===== src/rtl/id_ex_stage.sv =====
// ID/EX pipeline register with load-use stall detection, branch flush,
// operand forwarding selects and a saturating load-use stall counter.
module id_ex_stage #(
  parameter int unsigned XLEN  = 32,
  parameter int unsigned CNT_W = 16
) (
  input  logic              clk,
  input  logic              rst,
  input  logic [XLEN-1:0]   RD1D,
  input  logic [XLEN-1:0]   RD2D,
  input  logic [XLEN-1:0]   ImmExtD,
  input  logic [XLEN-1:0]   PCD,
  input  logic [XLEN-1:0]   PCPlus4D,
  input  logic [4:0]        Rs1D,
  input  logic [4:0]        Rs2D,
  input  logic [4:0]        RdD,
  input  logic              RegWriteD,
  input  logic              MemWriteD,
  input  logic              ALUSrcD,
  input  logic              BranchD,
  input  logic              JumpD,
  input  logic              ValidD,
  input  logic [1:0]        ResultSrcD,
  input  logic [2:0]        ALUControlD,
  input  logic              PCSrcE,
  input  logic [4:0]        RdM,
  input  logic [4:0]        RdW,
  input  logic              RegWriteM,
  input  logic              RegWriteW,
  output logic [XLEN-1:0]   RD1E,
  output logic [XLEN-1:0]   RD2E,
  output logic [XLEN-1:0]   ImmExtE,
  output logic [XLEN-1:0]   PCE,
  output logic [XLEN-1:0]   PCPlus4E,
  output logic [4:0]        Rs1E,
  output logic [4:0]        Rs2E,
  output logic [4:0]        RdE,
  output logic              RegWriteE,
  output logic              MemWriteE,
  output logic              ALUSrcE,
  output logic              BranchE,
  output logic              JumpE,
  output logic              ValidE,
  output logic [1:0]        ResultSrcE,
  output logic [2:0]        ALUControlE,
  output logic              StallF,
  output logic              StallD,
  output logic              FlushD,
  output logic [1:0]        ForwardAE,
  output logic [1:0]        ForwardBE,
  output logic [CNT_W-1:0]  LoadUseCount
);

  localparam logic [1:0] RES_LOAD = 2'b01;
  localparam logic [1:0] FWD_MEM  = 2'b10;
  localparam logic [1:0] FWD_WB   = 2'b01;
  localparam logic [1:0] FWD_NONE = 2'b00;

  logic lw_stall;
  logic bubble;

  // Forward select for one Execute source; Memory stage has priority
  function automatic logic [1:0] fwd_sel(input logic [4:0] rs,
                                         input logic [4:0] rd_m, input logic we_m,
                                         input logic [4:0] rd_w, input logic we_w);
    logic [1:0] sel;
    sel = FWD_NONE;
    if (we_m && (rd_m != 5'd0) && (rd_m == rs))
      sel = FWD_MEM;
    else if (we_w && (rd_w != 5'd0) && (rd_w == rs))
      sel = FWD_WB;
    return sel;
  endfunction

  // Hazard detection; a redirect outranks the load-use stall
  always_comb begin
    lw_stall = 1'b0;
    if (ValidE && (ResultSrcE == RES_LOAD) && RegWriteE && (RdE != 5'd0) && ValidD &&
        ((RdE == Rs1D) || (RdE == Rs2D)))
      lw_stall = 1'b1;
    bubble    = lw_stall | PCSrcE;
    StallF    = lw_stall & ~PCSrcE;
    StallD    = lw_stall & ~PCSrcE;
    FlushD    = PCSrcE;
    ForwardAE = fwd_sel(Rs1E, RdM, RegWriteM, RdW, RegWriteW);
    ForwardBE = fwd_sel(Rs2E, RdM, RegWriteM, RdW, RegWriteW);
  end

  // Pipeline register: bubble loads an all-zero instruction
  always_ff @(posedge clk or negedge rst) begin
    if (!rst) begin
      RD1E        <= '0;
      RD2E        <= '0;
      ImmExtE     <= '0;
      PCE         <= '0;
      PCPlus4E    <= '0;
      Rs1E        <= '0;
      Rs2E        <= '0;
      RdE         <= '0;
      RegWriteE   <= 1'b0;
      MemWriteE   <= 1'b0;
      ALUSrcE     <= 1'b0;
      BranchE     <= 1'b0;
      JumpE       <= 1'b0;
      ValidE      <= 1'b0;
      ResultSrcE  <= '0;
      ALUControlE <= '0;
    end else if (bubble) begin
      RD1E        <= '0;
      RD2E        <= '0;
      ImmExtE     <= '0;
      PCE         <= '0;
      PCPlus4E    <= '0;
      Rs1E        <= '0;
      Rs2E        <= '0;
      RdE         <= '0;
      RegWriteE   <= 1'b0;
      MemWriteE   <= 1'b0;
      ALUSrcE     <= 1'b0;
      BranchE     <= 1'b0;
      JumpE       <= 1'b0;
      ValidE      <= 1'b0;
      ResultSrcE  <= '0;
      ALUControlE <= '0;
    end else begin
      RD1E        <= RD1D;
      RD2E        <= RD2D;
      ImmExtE     <= ImmExtD;
      PCE         <= PCD;
      PCPlus4E    <= PCPlus4D;
      Rs1E        <= Rs1D;
      Rs2E        <= Rs2D;
      RdE         <= RdD;
      RegWriteE   <= RegWriteD;
      MemWriteE   <= MemWriteD;
      ALUSrcE     <= ALUSrcD;
      BranchE     <= BranchD;
      JumpE       <= JumpD;
      ValidE      <= ValidD;
      ResultSrcE  <= ResultSrcD;
      ALUControlE <= ALUControlD;
    end
  end

  // Load-use stall cycle counter, sticks at all-ones
  always_ff @(posedge clk or negedge rst) begin
    if (!rst)
      LoadUseCount <= '0;
    else if (StallD && (LoadUseCount != {CNT_W{1'b1}}))
      LoadUseCount <= LoadUseCount + CNT_W'(1);
  end

endmodule


===== config.mk =====
export PLATFORM = sky130hd
export DESIGN_NAME = id_ex_stage
export DESIGN_NICKNAME = d
export VERILOG_FILES = /design/src/rtl/id_ex_stage.sv
export SDC_FILE = /design/constraint.sdc
export NUM_CORES = 1
export LEC_CHECK = 0
export CAP_MARGIN = 20
export CORE_AREA = 3 3 157 159
export CTS_CLUSTER_DIAMETER = 50
export DETAILED_ROUTE_END_ITERATION = 8
export DIE_AREA = 0 0 160 162
export GPL_TIMING_DRIVEN = 0
export PLACE_DENSITY = 0.74
export SLEW_MARGIN = 40
export SYNTH_ARGS = -nofsm -noshare
export SYNTH_HDL_FRONTEND = slang
export SYNTH_SLANG_ARGS = --single-unit
export TNS_END_PERCENT = 20

===== constraint.sdc =====
create_clock -name clk -period 2.5 [get_ports clk]
set_input_delay 0.75 -clock clk [delete_from_list [all_inputs] [get_ports clk]]
set_output_delay 0.75 -clock clk [all_outputs]
set_load 0.02 [all_outputs]

==> qor.txt <==
status -> complete, but fails checks
failing checks -> negative setup slack
CP max-delay cell -> or4_4
Distinct cells, synth -> 28
switching part of the total power -> 0.246
grt total ovfl -> 0
most common cell after layout, fill and taps aside -> clkdlybuf4s50_1
Fin Setup TNS -> -1.69 ns
antenna violations before repair -> 2
Final HPWL DP -> 17,800 um
combinational power share -> 0.144
area grow syn2layout -> 83.6%
DR iter-0 viols -> 268
Final ANT Viol Nets -> 0
Slew Viols, Final -> 0
Clk pwr share -> 0.459
placed instance area -> 11,800 sq um
slowest stage delay, CP -> 0.53 ns
die height -> 162 um
Initial Util -> 0.307
Clock Root Buffer -> clkbuf_16
Internal -> 6.62 mW
Synth Area per Inst -> 13.9 sq um
Final Hold Fails -> 0
PD cells -> 664 nW/um^2
GR Util All Layers -> 0.176
crit path max fanout -> 3
DRT Pass-1 Iters -> 4
min cycle time layout -> 2.86 ns
Worst EP arrival -> 2.11 ns
number of max-cap violations -> 0
Vias per Instance -> 4.18
dominant cells by area after synthesis -> dfrtp_1 (70%), and2_1 (16%), xnor2_1 (2.9%), xor2_1 (2.6%), buf_6 (1.7%)
Synth top area share -> 0.702
CTS tree -> yes
GPL Wtd Cong -> 0.858
Mapped Nets -> 721
Clk Latency, worst-skew pair -> 0.53 ns
Yosys reg bits -> 202
via count -> 5,571
P_leak -> 5.82 nW
Rows -> 56
slew margin rel. -> 0.665
WS Path Type -> in2out
Worst Tran Pin Value -> 0.502 ns
biggest area consumer among synthesized cells -> dfrtp_1
maximum buffer depth of the clock tree -> 3
CTS buffer count -> 28
layout cells sized above 1 -> 0.152
CP required -> 1.75 ns
worst vdd ir -> 0.000663 V
synth warn -> 0
pin count of the biggest net entering global routing -> 75
NetSw -> 2.16 mW
Core Region -> 23,400 sq um
Final Util -> 0.565
CP top delay family -> simple AND/OR/NAND/NOR gates
I/O pin cnt -> 410
Port Buffers -> 409
fin worst setup slack -> -0.357 ns
Die ar. -> 25,900 sq um
final routed DRC violation total -> 0
Max Fclk -> 0.350 GHz
sequential element share of the synthesized area -> 0.702
Total Power -> 8.78 mW
cells along the critical path -> clkdlybuf4s15_2 -> xor2_1 -> or4_4 -> nor4_4 -> buf_4
crit path launch type -> input pin
drt wl/cell -> 17.8 um
Worst-path clk slew -> 0.06 ns
sequential share of power -> 0.397
crit share post-route -> 1.14
Setup crit end kind -> primary output
wirelength, routed -> 23,800 um
vias in the first global route -> 5,967
htree depth -> 1
Cell Area, Synth -> 7200 sq um
Buf/Inv on CP -> 2
commonest cells after routing, fill and taps aside -> clkdlybuf4s50_1 (378), dfrtp_1 (197), and2_1 (186)
cell area after layout -> 13,200 sq um
Nets -> 1,192
Worst Skew -> 0.00879 ns
Die Width -> 160 um
Post-Syn Instances -> 519
worst min path class -> in2reg
Clock Sinks -> 202
FILL cells -> 1,945
# setup viols final -> 7
global-route wire length before repair -> 35,500 um
RSZ-0062 raised after global routing -> true
## synth_stat cells
| master | n |
|---|---|
| a211oi_1 | 1 |
| o22a_1 | 1 |
| xor2_1 | 21 |
| nor2_1 | 3 |
| and3_1 | 2 |
| xnor2_1 | 24 |
| nor4_1 | 8 |
| nand2_1 | 6 |
| or4_1 | 5 |
| nor2b_1 | 3 |
| inv_1 | 2 |
| nor3b_1 | 1 |
| and2_1 | 186 |
| dfrtp_1 | 202 |
| clkbuf_1 | 4 |
| nor2_2 | 1 |
| nand4_1 | 4 |
| buf_4 | 8 |
| ha_1 | 1 |
| buf_6 | 11 |
| o21ai_0 | 2 |
| o22ai_1 | 1 |
| o211ai_2 | 1 |
| mux2_2 | 1 |
| nor3_1 | 6 |
| nor2_8 | 1 |
| or3_1 | 1 |
| nand3_1 | 12 |
## metal layers
layer	vias to the layer above	wire length, um	global-route usage
li1	2587	-	-
met1	2627	8020	0.183
met2	298	12200	0.317
met3	57	2590	0.0747
met4	2	971	0.0655
met5	-	13	0
## stage by stage
stage	cells	hold slack [ns]	worst slack, ns
after floorplan	519	0.454	-0.102
after global routing	1331	0.509	-0.425
after global placement	1247	0.493	-7.72
after CTS	1326	0.505	-0.396
after detailed placement	1250	0.495	-1.20
final	1332	0.493	-0.357
## timing repair
| action | in CTS | in global routing |
|---|---|---|
| pin swaps | 14 | 12 |
| resized for setup | 99 | 25 |
| hold buffers | 1 | 0 |
| hold endpoints to repair | 6 | 0 |
| cloned | 0 | 1 |
| setup endpoints to repair | 7 | 83 |
| setup buffers | 23 | 12 |
## flip-flops by register name (all words and copies together), names as in the netlist, 2 cells and up
name	cells
ImmExtE	32
PCE	32
PCPlus4E	32
RD1E	32
RD2E	32
LoadUseCount	16
RdE	5
Rs1E	5
Rs2E	5
ALUControlE	3
ResultSrcE	2
## worst reg2reg max path: stages (launching register included)
cell,delay [ns]
dfrtp_2,0.45
xnor2_1,0.24
nand2_2,0.11
buf_4,0.15
buf_6,0.10
buf_6,0.10
buf_4,0.12
buf_4,0.12
buf_4,0.13
o22ai_4,0.17
nand2_2,0.11
buf_4,0.16
clkbuf_16,0.15
mux2_2,0.27
## layout make-up
| cell class | count | area [sq um] | share of cell area |
|---|---|---|---|
| Sequential cell | 202 | 5060 | 0.383 |
| Timing Repair Buffer | 441 | 4400 | 0.333 |
| Multi-Input combinational cell | 292 | 2160 | 0.163 |
| Clock buffer | 35 | 788 | 0.0597 |
| Tap cell | 319 | 399 | 0.0302 |
| Buffer | 23 | 206 | 0.0156 |
| Clock inverter | 17 | 186 | 0.0141 |
| Inverter | 2 | 7.51 | 0.000568 |
| Antenna cell | 1 | 2.50 | 0.000189 |
## final timing paths
| path | start | end | slack (ns) | cells after the start |
|---|---|---|---|---|
| setup / recovery | RdW[4] | ForwardBE[0] | -0.36 | 5 |
| hold / removal | Rs2D[1] | Rs2E[1] | 0.49 | 2 |
| setup reg to reg | RdE[3] | LoadUseCount[1] | 0 | 13 |
| hold reg to reg | LoadUseCount[9] | LoadUseCount[9] | 0.50 | 1 |
| max in group asynchronous | rst | RD2E[12] | 1.01 | 4 |
| min in group asynchronous | rst | ImmExtE[31] | 0.63 | 2 |
## cell families after synthesis
family,Yosys count,share of synthesized area
compound gates,6,0.00626
xor+xnor,45,0.0548
fa+ha+maj,1,0.00174
buf+inv,25,0.0287
flops,202,0.702
mux,1,0.00156
simple gates,239,0.204
## power by group through the flow
stage               Clock [mW]  Combinational (mW)  Sequential [mW]
floorplan                    0               0.210             3.74
global placement             0                1.18             3.54
detailed placement           0                1.21             3.54
CTS                       4.13                1.26             3.48
global route              4.25                1.34             3.50
finish                    4.03                1.26             3.48
Power figures use the tool's default switching activity.
